==> src/rtl/imem_fetch_if.sv <==
// Signal bundle shared by the fetch controller, the instruction memory,
// the decode stage and the program loader.
interface imem_fetch_if #(
    parameter int ADDR_W = 10,
    parameter int DATA_W = 16
);
    logic [ADDR_W-1:0] imem_addr;
    logic [DATA_W-1:0] imem_rdata;
    logic              imem_we;
    logic [DATA_W-1:0] imem_wdata;
    logic              instr_valid;
    logic [DATA_W-1:0] instr;
    logic [ADDR_W-1:0] instr_pc;
    logic              instr_ready;
    logic              redirect_vld;
    logic [ADDR_W-1:0] redirect_pc;
    logic              halt;
    logic              ld_req;
    logic [ADDR_W-1:0] ld_addr;
    logic [DATA_W-1:0] ld_wdata;
    logic              ld_ack;
    logic              halted;

    modport master (
        output imem_addr, imem_we, imem_wdata,
        output instr_valid, instr, instr_pc,
        output ld_ack, halted,
        input  imem_rdata, instr_ready, redirect_vld, redirect_pc,
        input  halt, ld_req, ld_addr, ld_wdata
    );

    modport slave (
        input  imem_addr, imem_we, imem_wdata,
        input  instr_valid, instr, instr_pc,
        input  ld_ack, halted,
        output imem_rdata, instr_ready, redirect_vld, redirect_pc,
        output halt, ld_req, ld_addr, ld_wdata
    );
endinterface

==> src/rtl/imem_fetch_ctrl.sv <==
// Instruction fetch sequencer: owns the instruction memory port, feeds a small
// prefetch FIFO toward decode, and hands the write port to the loader while halted.
module imem_fetch_ctrl #(
    parameter int                 ADDR_W      = 10,
    parameter int                 DATA_W      = 16,
    parameter int                 FIFO_DEPTH  = 2,
    parameter logic [ADDR_W-1:0]  RESET_PC    = '0,
    parameter bit                 BOOT_HALTED = 1'b0
) (
    input  logic         clk,
    input  logic         reset,
    imem_fetch_if.master bus
);
    localparam int IDX_W = $clog2(FIFO_DEPTH);
    localparam int CNT_W = IDX_W + 1;

    typedef enum logic [1:0] {
        ST_FETCH  = 2'd0,
        ST_HALTED = 2'd1,
        ST_LOAD   = 2'd2
    } state_e;

    typedef struct packed {
        logic [ADDR_W-1:0] pc;
        logic [DATA_W-1:0] data;
    } entry_t;

    localparam state_e RESET_STATE = BOOT_HALTED ? ST_HALTED : ST_FETCH;

    state_e                   state_q,       state_d;
    logic [ADDR_W-1:0]        fpc_q,         fpc_d;
    entry_t [FIFO_DEPTH-1:0]  fifo_q,        fifo_d;
    logic [CNT_W-1:0]         count_q,       count_d;
    logic                     instr_valid_q, instr_valid_d;
    logic [ADDR_W-1:0]        imem_addr_q,   imem_addr_d;
    logic [DATA_W-1:0]        imem_wdata_q,  imem_wdata_d;
    logic                     imem_we_q,     imem_we_d;
    logic                     ld_ack_q,      ld_ack_d;
    logic                     halted_q,      halted_d;

    logic                     fifo_full_s;
    logic                     do_flush_s;
    logic                     do_pop_s;
    logic                     do_push_s;
    logic [CNT_W-1:0]         wr_cnt_s;

    // Next-state, FIFO update and next registered-output computation.
    always_comb begin
        fifo_full_s = (count_q == CNT_W'(FIFO_DEPTH));
        do_flush_s  = bus.redirect_vld && (state_q != ST_LOAD);
        // instr_valid_q is already low in LOAD, so no pop can happen there
        do_pop_s    = instr_valid_q && bus.instr_ready && !do_flush_s;
        do_push_s   = (state_q == ST_FETCH) && !do_flush_s && (!fifo_full_s || do_pop_s);

        state_d  = state_q;
        fpc_d    = fpc_q;
        fifo_d   = fifo_q;
        count_d  = count_q;
        wr_cnt_s = count_q;

        case (state_q)
            ST_FETCH:  state_d = bus.halt ? ST_HALTED : ST_FETCH;
            ST_HALTED: begin
                if (bus.ld_req) begin
                    state_d = ST_LOAD;
                end else if (!bus.halt) begin
                    state_d = ST_FETCH;
                end else begin
                    state_d = ST_HALTED;
                end
            end
            ST_LOAD:   state_d = ST_HALTED;
            default:   state_d = RESET_STATE;
        endcase

        if (do_flush_s) begin
            fpc_d   = bus.redirect_pc;
            count_d = '0;
        end else begin
            if (do_pop_s) begin
                for (int i = 0; i < FIFO_DEPTH - 1; i++) begin
                    fifo_d[i] = fifo_q[i + 1];
                end
                wr_cnt_s = count_q - CNT_W'(1);
            end else begin
                wr_cnt_s = count_q;
            end
            if (do_push_s) begin
                fifo_d[wr_cnt_s[IDX_W-1:0]].pc   = fpc_q;
                fifo_d[wr_cnt_s[IDX_W-1:0]].data = bus.imem_rdata;
                fpc_d   = fpc_q + ADDR_W'(1);
                count_d = wr_cnt_s + CNT_W'(1);
            end else begin
                count_d = wr_cnt_s;
            end
        end

        // Outputs are computed one cycle early so every port comes from a flop.
        instr_valid_d = (count_d != '0) && (state_d != ST_LOAD);
        imem_we_d     = (state_d == ST_LOAD);
        ld_ack_d      = (state_d == ST_LOAD);
        halted_d      = (state_d == ST_HALTED);
        if (state_d == ST_LOAD) begin
            imem_addr_d  = bus.ld_addr;
            imem_wdata_d = bus.ld_wdata;
        end else begin
            imem_addr_d  = fpc_d;
            imem_wdata_d = '0;
        end
    end

    // State, FIFO and output registers; reset also aborts a pending loader write.
    always_ff @(posedge clk or posedge reset) begin
        if (reset) begin
            state_q       <= RESET_STATE;
            fpc_q         <= RESET_PC;
            fifo_q        <= '0;
            count_q       <= '0;
            instr_valid_q <= 1'b0;
            imem_addr_q   <= RESET_PC;
            imem_wdata_q  <= '0;
            imem_we_q     <= 1'b0;
            ld_ack_q      <= 1'b0;
            halted_q      <= BOOT_HALTED;
        end else begin
            state_q       <= state_d;
            fpc_q         <= fpc_d;
            fifo_q        <= fifo_d;
            count_q       <= count_d;
            instr_valid_q <= instr_valid_d;
            imem_addr_q   <= imem_addr_d;
            imem_wdata_q  <= imem_wdata_d;
            imem_we_q     <= imem_we_d;
            ld_ack_q      <= ld_ack_d;
            halted_q      <= halted_d;
        end
    end

    assign bus.imem_addr   = imem_addr_q;
    assign bus.imem_we     = imem_we_q;
    assign bus.imem_wdata  = imem_wdata_q;
    assign bus.instr_valid = instr_valid_q;
    assign bus.instr       = fifo_q[0].data;
    assign bus.instr_pc    = fifo_q[0].pc;
    assign bus.ld_ack      = ld_ack_q;
    assign bus.halted      = halted_q;
endmodule

==> src/flat_wrapper.sv <==
// flat-port wrapper written by rule: the top's interface ports become plain ports
module imem_fetch_ctrl_flat 
#(
    parameter int                 ADDR_W      = 10,
    parameter int                 DATA_W      = 16,
    parameter int                 FIFO_DEPTH  = 2,
    parameter logic [ADDR_W-1:0]  RESET_PC    = '0,
    parameter bit                 BOOT_HALTED = 1'b0
)
  (clk, reset, bus_imem_addr, bus_imem_we, bus_imem_wdata, bus_instr_valid, bus_instr, bus_instr_pc, bus_ld_ack, bus_halted, bus_imem_rdata, bus_instr_ready, bus_redirect_vld, bus_redirect_pc, bus_halt, bus_ld_req, bus_ld_addr, bus_ld_wdata);
  imem_fetch_if #(.ADDR_W(ADDR_W), .DATA_W(DATA_W)) bus_i ();
  input  logic clk;
  input  logic reset;
  output wire logic [$bits(bus_i.imem_addr)-1:0] bus_imem_addr;
  output wire logic [$bits(bus_i.imem_we)-1:0] bus_imem_we;
  output wire logic [$bits(bus_i.imem_wdata)-1:0] bus_imem_wdata;
  output wire logic [$bits(bus_i.instr_valid)-1:0] bus_instr_valid;
  output wire logic [$bits(bus_i.instr)-1:0] bus_instr;
  output wire logic [$bits(bus_i.instr_pc)-1:0] bus_instr_pc;
  output wire logic [$bits(bus_i.ld_ack)-1:0] bus_ld_ack;
  output wire logic [$bits(bus_i.halted)-1:0] bus_halted;
  input wire logic [$bits(bus_i.imem_rdata)-1:0] bus_imem_rdata;
  input wire logic [$bits(bus_i.instr_ready)-1:0] bus_instr_ready;
  input wire logic [$bits(bus_i.redirect_vld)-1:0] bus_redirect_vld;
  input wire logic [$bits(bus_i.redirect_pc)-1:0] bus_redirect_pc;
  input wire logic [$bits(bus_i.halt)-1:0] bus_halt;
  input wire logic [$bits(bus_i.ld_req)-1:0] bus_ld_req;
  input wire logic [$bits(bus_i.ld_addr)-1:0] bus_ld_addr;
  input wire logic [$bits(bus_i.ld_wdata)-1:0] bus_ld_wdata;
  assign bus_imem_addr = bus_i.imem_addr;
  assign bus_imem_we = bus_i.imem_we;
  assign bus_imem_wdata = bus_i.imem_wdata;
  assign bus_instr_valid = bus_i.instr_valid;
  assign bus_instr = bus_i.instr;
  assign bus_instr_pc = bus_i.instr_pc;
  assign bus_ld_ack = bus_i.ld_ack;
  assign bus_halted = bus_i.halted;
  assign bus_i.imem_rdata = bus_imem_rdata;
  assign bus_i.instr_ready = bus_instr_ready;
  assign bus_i.redirect_vld = bus_redirect_vld;
  assign bus_i.redirect_pc = bus_redirect_pc;
  assign bus_i.halt = bus_halt;
  assign bus_i.ld_req = bus_ld_req;
  assign bus_i.ld_addr = bus_ld_addr;
  assign bus_i.ld_wdata = bus_ld_wdata;
  imem_fetch_ctrl #(.ADDR_W(ADDR_W), .DATA_W(DATA_W), .FIFO_DEPTH(FIFO_DEPTH), .RESET_PC(RESET_PC), .BOOT_HALTED(BOOT_HALTED)) u_core (.clk(clk), .reset(reset), .bus(bus_i));
endmodule
==> config.mk <==
export PLATFORM = sky130hd
export DESIGN_NAME = imem_fetch_ctrl_flat
export DESIGN_NICKNAME = d
export VERILOG_FILES = /design/src/rtl/imem_fetch_if.sv /design/src/rtl/imem_fetch_ctrl.sv /design/src/flat_wrapper.sv
export SDC_FILE = /design/constraint.sdc
export NUM_CORES = 1
export LEC_CHECK = 0
export CORE_ASPECT_RATIO = 1.1
export CORE_MARGIN = 2
export CORE_UTILIZATION = 49
export CTS_CLUSTER_DIAMETER = 60
export DETAILED_ROUTE_END_ITERATION = 7
export PLACE_DENSITY_LB_ADDON = 0.08
export SLEW_MARGIN = 5
export SYNTH_ARGS = -nofsm -noshare
export SYNTH_HDL_FRONTEND = slang
export SYNTH_SLANG_ARGS = --single-unit
==> constraint.sdc <==
create_clock -name clk -period 4.6 [get_ports clk]
set_clock_uncertainty 0.15 [all_clocks]
set_input_delay 0.92 -clock clk [delete_from_list [all_inputs] [get_ports clk]]
set_output_delay 0.92 -clock clk [all_outputs]
set_load 0.03 [all_outputs]
==> impl_metrics.csv <==
group,metric,value,unit
setup_path,cpPeakStageDelay,0.70,ns
timing,worst-slew-pin-transition,0.910,ns
floorplanning,fp.dieH,104,um
floorplanning,pin_count,114,
cells_and_area,fillers,738,
global_routing,track_usage,20.4,%
place,dp.cells,578,
timing,hold_violations,0,
clocking,clock-sinks,95,
clocking,ctsHoldBuffers,0,
synthesis,ys_ff_latch,95,
cells_and_area,regArea,2380,um^2
clocking,clockBufferDepth,2,
synthesis,async_reset_ff_share,100,%
status,status,"complete, no violations",
cells_and_area,finish.cell_count_without_fillers,594,
cells_and_area,final_common_cell,"clkdlybuf4s50_1",
clocking,cts_root_buf,"clkbuf_8",
cells_and_area,final_cell_area,5680,um^2
setup_path,worstPathMaxFanout,26,
setup_path,critPathCaptureType,"register",
power,ir_worst_vdd,288,uV
synthesis,synth_top_cell_by_area,"dfrtp_1",
floorplanning,die_area,9850,um^2
floorplanning,initial_utilization,50.3,%
power,power,3.28,mW
clocking,cts_resized,0,
setup_path,cp.arrival,3.34,ns
synthesis,synth_ff_type,"dfrtp_1",
clocking,clk_transition_reported_paths,0.10,ns
synthesis,synth.distinct_cells,48,
place,place_congestion,0.872,
run,maxCapViolCount,0,
power,power_density,578,nW/um^2
timing,setup_violations,0,
global_routing,grt_max_degree,78,
synthesis,synth-edff-count,0,
worst_hold_path,hold_path.class,"register to register",
synthesis,netlist_area,4440,um^2
cells_and_area,multi_input_area,1630,um^2
clocking,cts_max_level,3,
routing,drc,0,
routing,detail_route.wl_per_cell,16.7,um
timing,timing.fmax,312,MHz
synthesis,syn-num-nets,451,
timing,min_period,3.21,ns
synthesis,synth_top_cell_area_share,53.5,%
clocking,cts_buffers,9,
routing,vias,3268,
routing,routed_wl,9930,um
timing,fin_tns_setup,0,ns
setup_path,start_kind,"input port",
routing,drt_iter0_drc,144,
synthesis,synth.area.top_cells,"dfrtp_1 (53%), mux2_2 (7.1%), o32ai_1 (5.1%)",
place,dp_hpwl,6840,um
global_routing,antenna_found_initial,0,
power,cellLeakagePower,2.39,nW
timing,slew_violations,0,
timing,slew_headroom,39.3,%
routing,ant_nets,0,
floorplanning,coreArea,8830,um^2
setup_path,reg2reg_slack,2.00,ns
cells_and_area,post-route-util,64.4,%
floorplanning,num_rows,36,
cells_and_area,final_nets,535,
synthesis,ys_warn_count,0,
clocking,post_cts_buffers,0,
routing,vias_per_cell,5.50,
cells_and_area,layout-drive-gt1-share,12.9,%
routing,dr.pass1.iters,4,
synthesis,synth.avg_cell_area,11.4,um^2
clocking,clk_latency,0.35,ns
global_routing,grt_pass1_wl,15900,um
setup_path,crit_required,4.73,ns
synthesis,ys_seq_area_share,53.5,%
floorplanning,fp.dieW,94.8,um
timing,finalCritPeriodShare,69.8,%
clocking,cts_tree,"done",
place,port_buffers,113,
cells_and_area,layout_common_cells,"clkdlybuf4s50_1 (113), dfrtp_1 (95), inv_1 (29), a31oi_1 (29), mux2_2 (28)",
cells_and_area,area_growth,27.9,%
setup_path,worst_path_max_delay_cell,"o221ai_4",
place,dpl_cell_area,5460,um^2
synthesis,synth_cells,391,
global_routing,grt_pass1_vias,3214,
timing,rsz0062_at_grt,"no",
setup_path,critPathKind,"input port to register",
setup_path,crit_path_cell_trace,"clkdlybuf4s50_1 > or3_4 > o221ai_4 > o32ai_1 > a31oi_1",
cells_and_area,diodes,0,
global_routing,grt_overflow,0,
[final cells by class]
| class | instances | area share (%) |
|---|---|---|
| clock buffer | 9 | 2.18 |
| sequential | 95 | 41.8 |
| multi-input combinational | 218 | 28.7 |
| tap | 114 | 2.51 |
| inverter | 31 | 2.09 |
| clock inverter | 7 | 1.83 |
| timing repair buffer | 120 | 20.8 |
[cells in the mapped netlist (4+ instances only)]
library cell and n:
nand2_1 11, nor3_1 4, a21oi_1 8, o32ai_1 26, mux2i_1 4, and2_1 19, o21ai_0 7, xnor2_1 5
mux2_2 28, nand3_1 15, nand4_1 5, a31oi_1 29, a22oi_1 6, inv_1 30, buf_4 29, nor2_1 8
clkbuf_1 8, buf_2 7, dfrtp_1 95, a211oi_1 5
[stage by stage]
step / hold slack (ns) / setup WS (ns)
2_1_floorplan: 0.332 / 1.05
3_3_place_gp: 0.339 / 1.17
3_5_place_dp: 0.347 / 1.02
4_1_cts: 0.368 / 1.41
5_1_grt: 0.389 / 1.29
6_report: 0.364 / 1.39
[path summary, 6_finish.rpt]
check	to	start	cells past startpoint
worst max-delay path	u_core.bus.instr[10]	bus_redirect_vld	5
worst min-delay path	u_core.fifo_q[47]	u_core.fifo_q[47]	1
worst max register to register	u_core.bus.instr[10]	u_core.count_q[0]	7
worst min register to register	u_core.fifo_q[47]	u_core.fifo_q[47]	1
max in group asynchronous	u_core.fifo_q[37]	reset	3
min in group asynchronous	u_core.bus.instr_pc[7]	reset	2
[registers in the layout, indices dropped and copies added (netlist names), 2 cells and up]
register	flops
u_core.fpc_q	10
u_core.bus.instr	16
u_core.bus.imem_wdata	16
u_core.bus.imem_addr	10
u_core.fifo_q	26
u_core.bus.instr_pc	10
u_core.state_q	2
u_core.count_q	2
[layer usage]
layer	GRT usage [%]	vias to the layer above	wire [um]
li1	-	1578	-
met1	28.2	1590	4580
met2	32.4	92	4730
met3	3.99	8	510
met4	6.42	0	103
met5	0	-	0
[report_power, final]
part | internal, mW | switching, mW
Clock | 0.313 | 0.299
Sequential | 1.12 | 0.181
Combinational | 0.633 | 0.739
Total | 2.06 | 1.22
[logic make-up (layout without fill, tap and decap cells)]
logic type | after synthesis | count (layout) | share of synthesized area (%)
XOR/XNOR | 6 | 6 | 1.35
AND/OR/NAND/NOR | 81 | 81 | 10.6
adder cells (fa/ha/maj) | 2 | 2 | 0.563
buffers and inverters | 78 | 167 | 9.74
multiplexers | 32 | 32 | 8.00
flip-flops | 95 | 95 | 53.5
AO/OA/AOI/OAI | 97 | 97 | 16.2
[critical path: cells and delay by family]
| kind | cells | cell delay (ns) |
|---|---|---|
| and+or+nand+nor | 1 | 0.55 |
| buffers and inverters | 1 | 0.67 |
| AOI/OAI and AO/OA | 3 | 1.18 |
No activity file was read; power rests on OpenSTA's default activity.
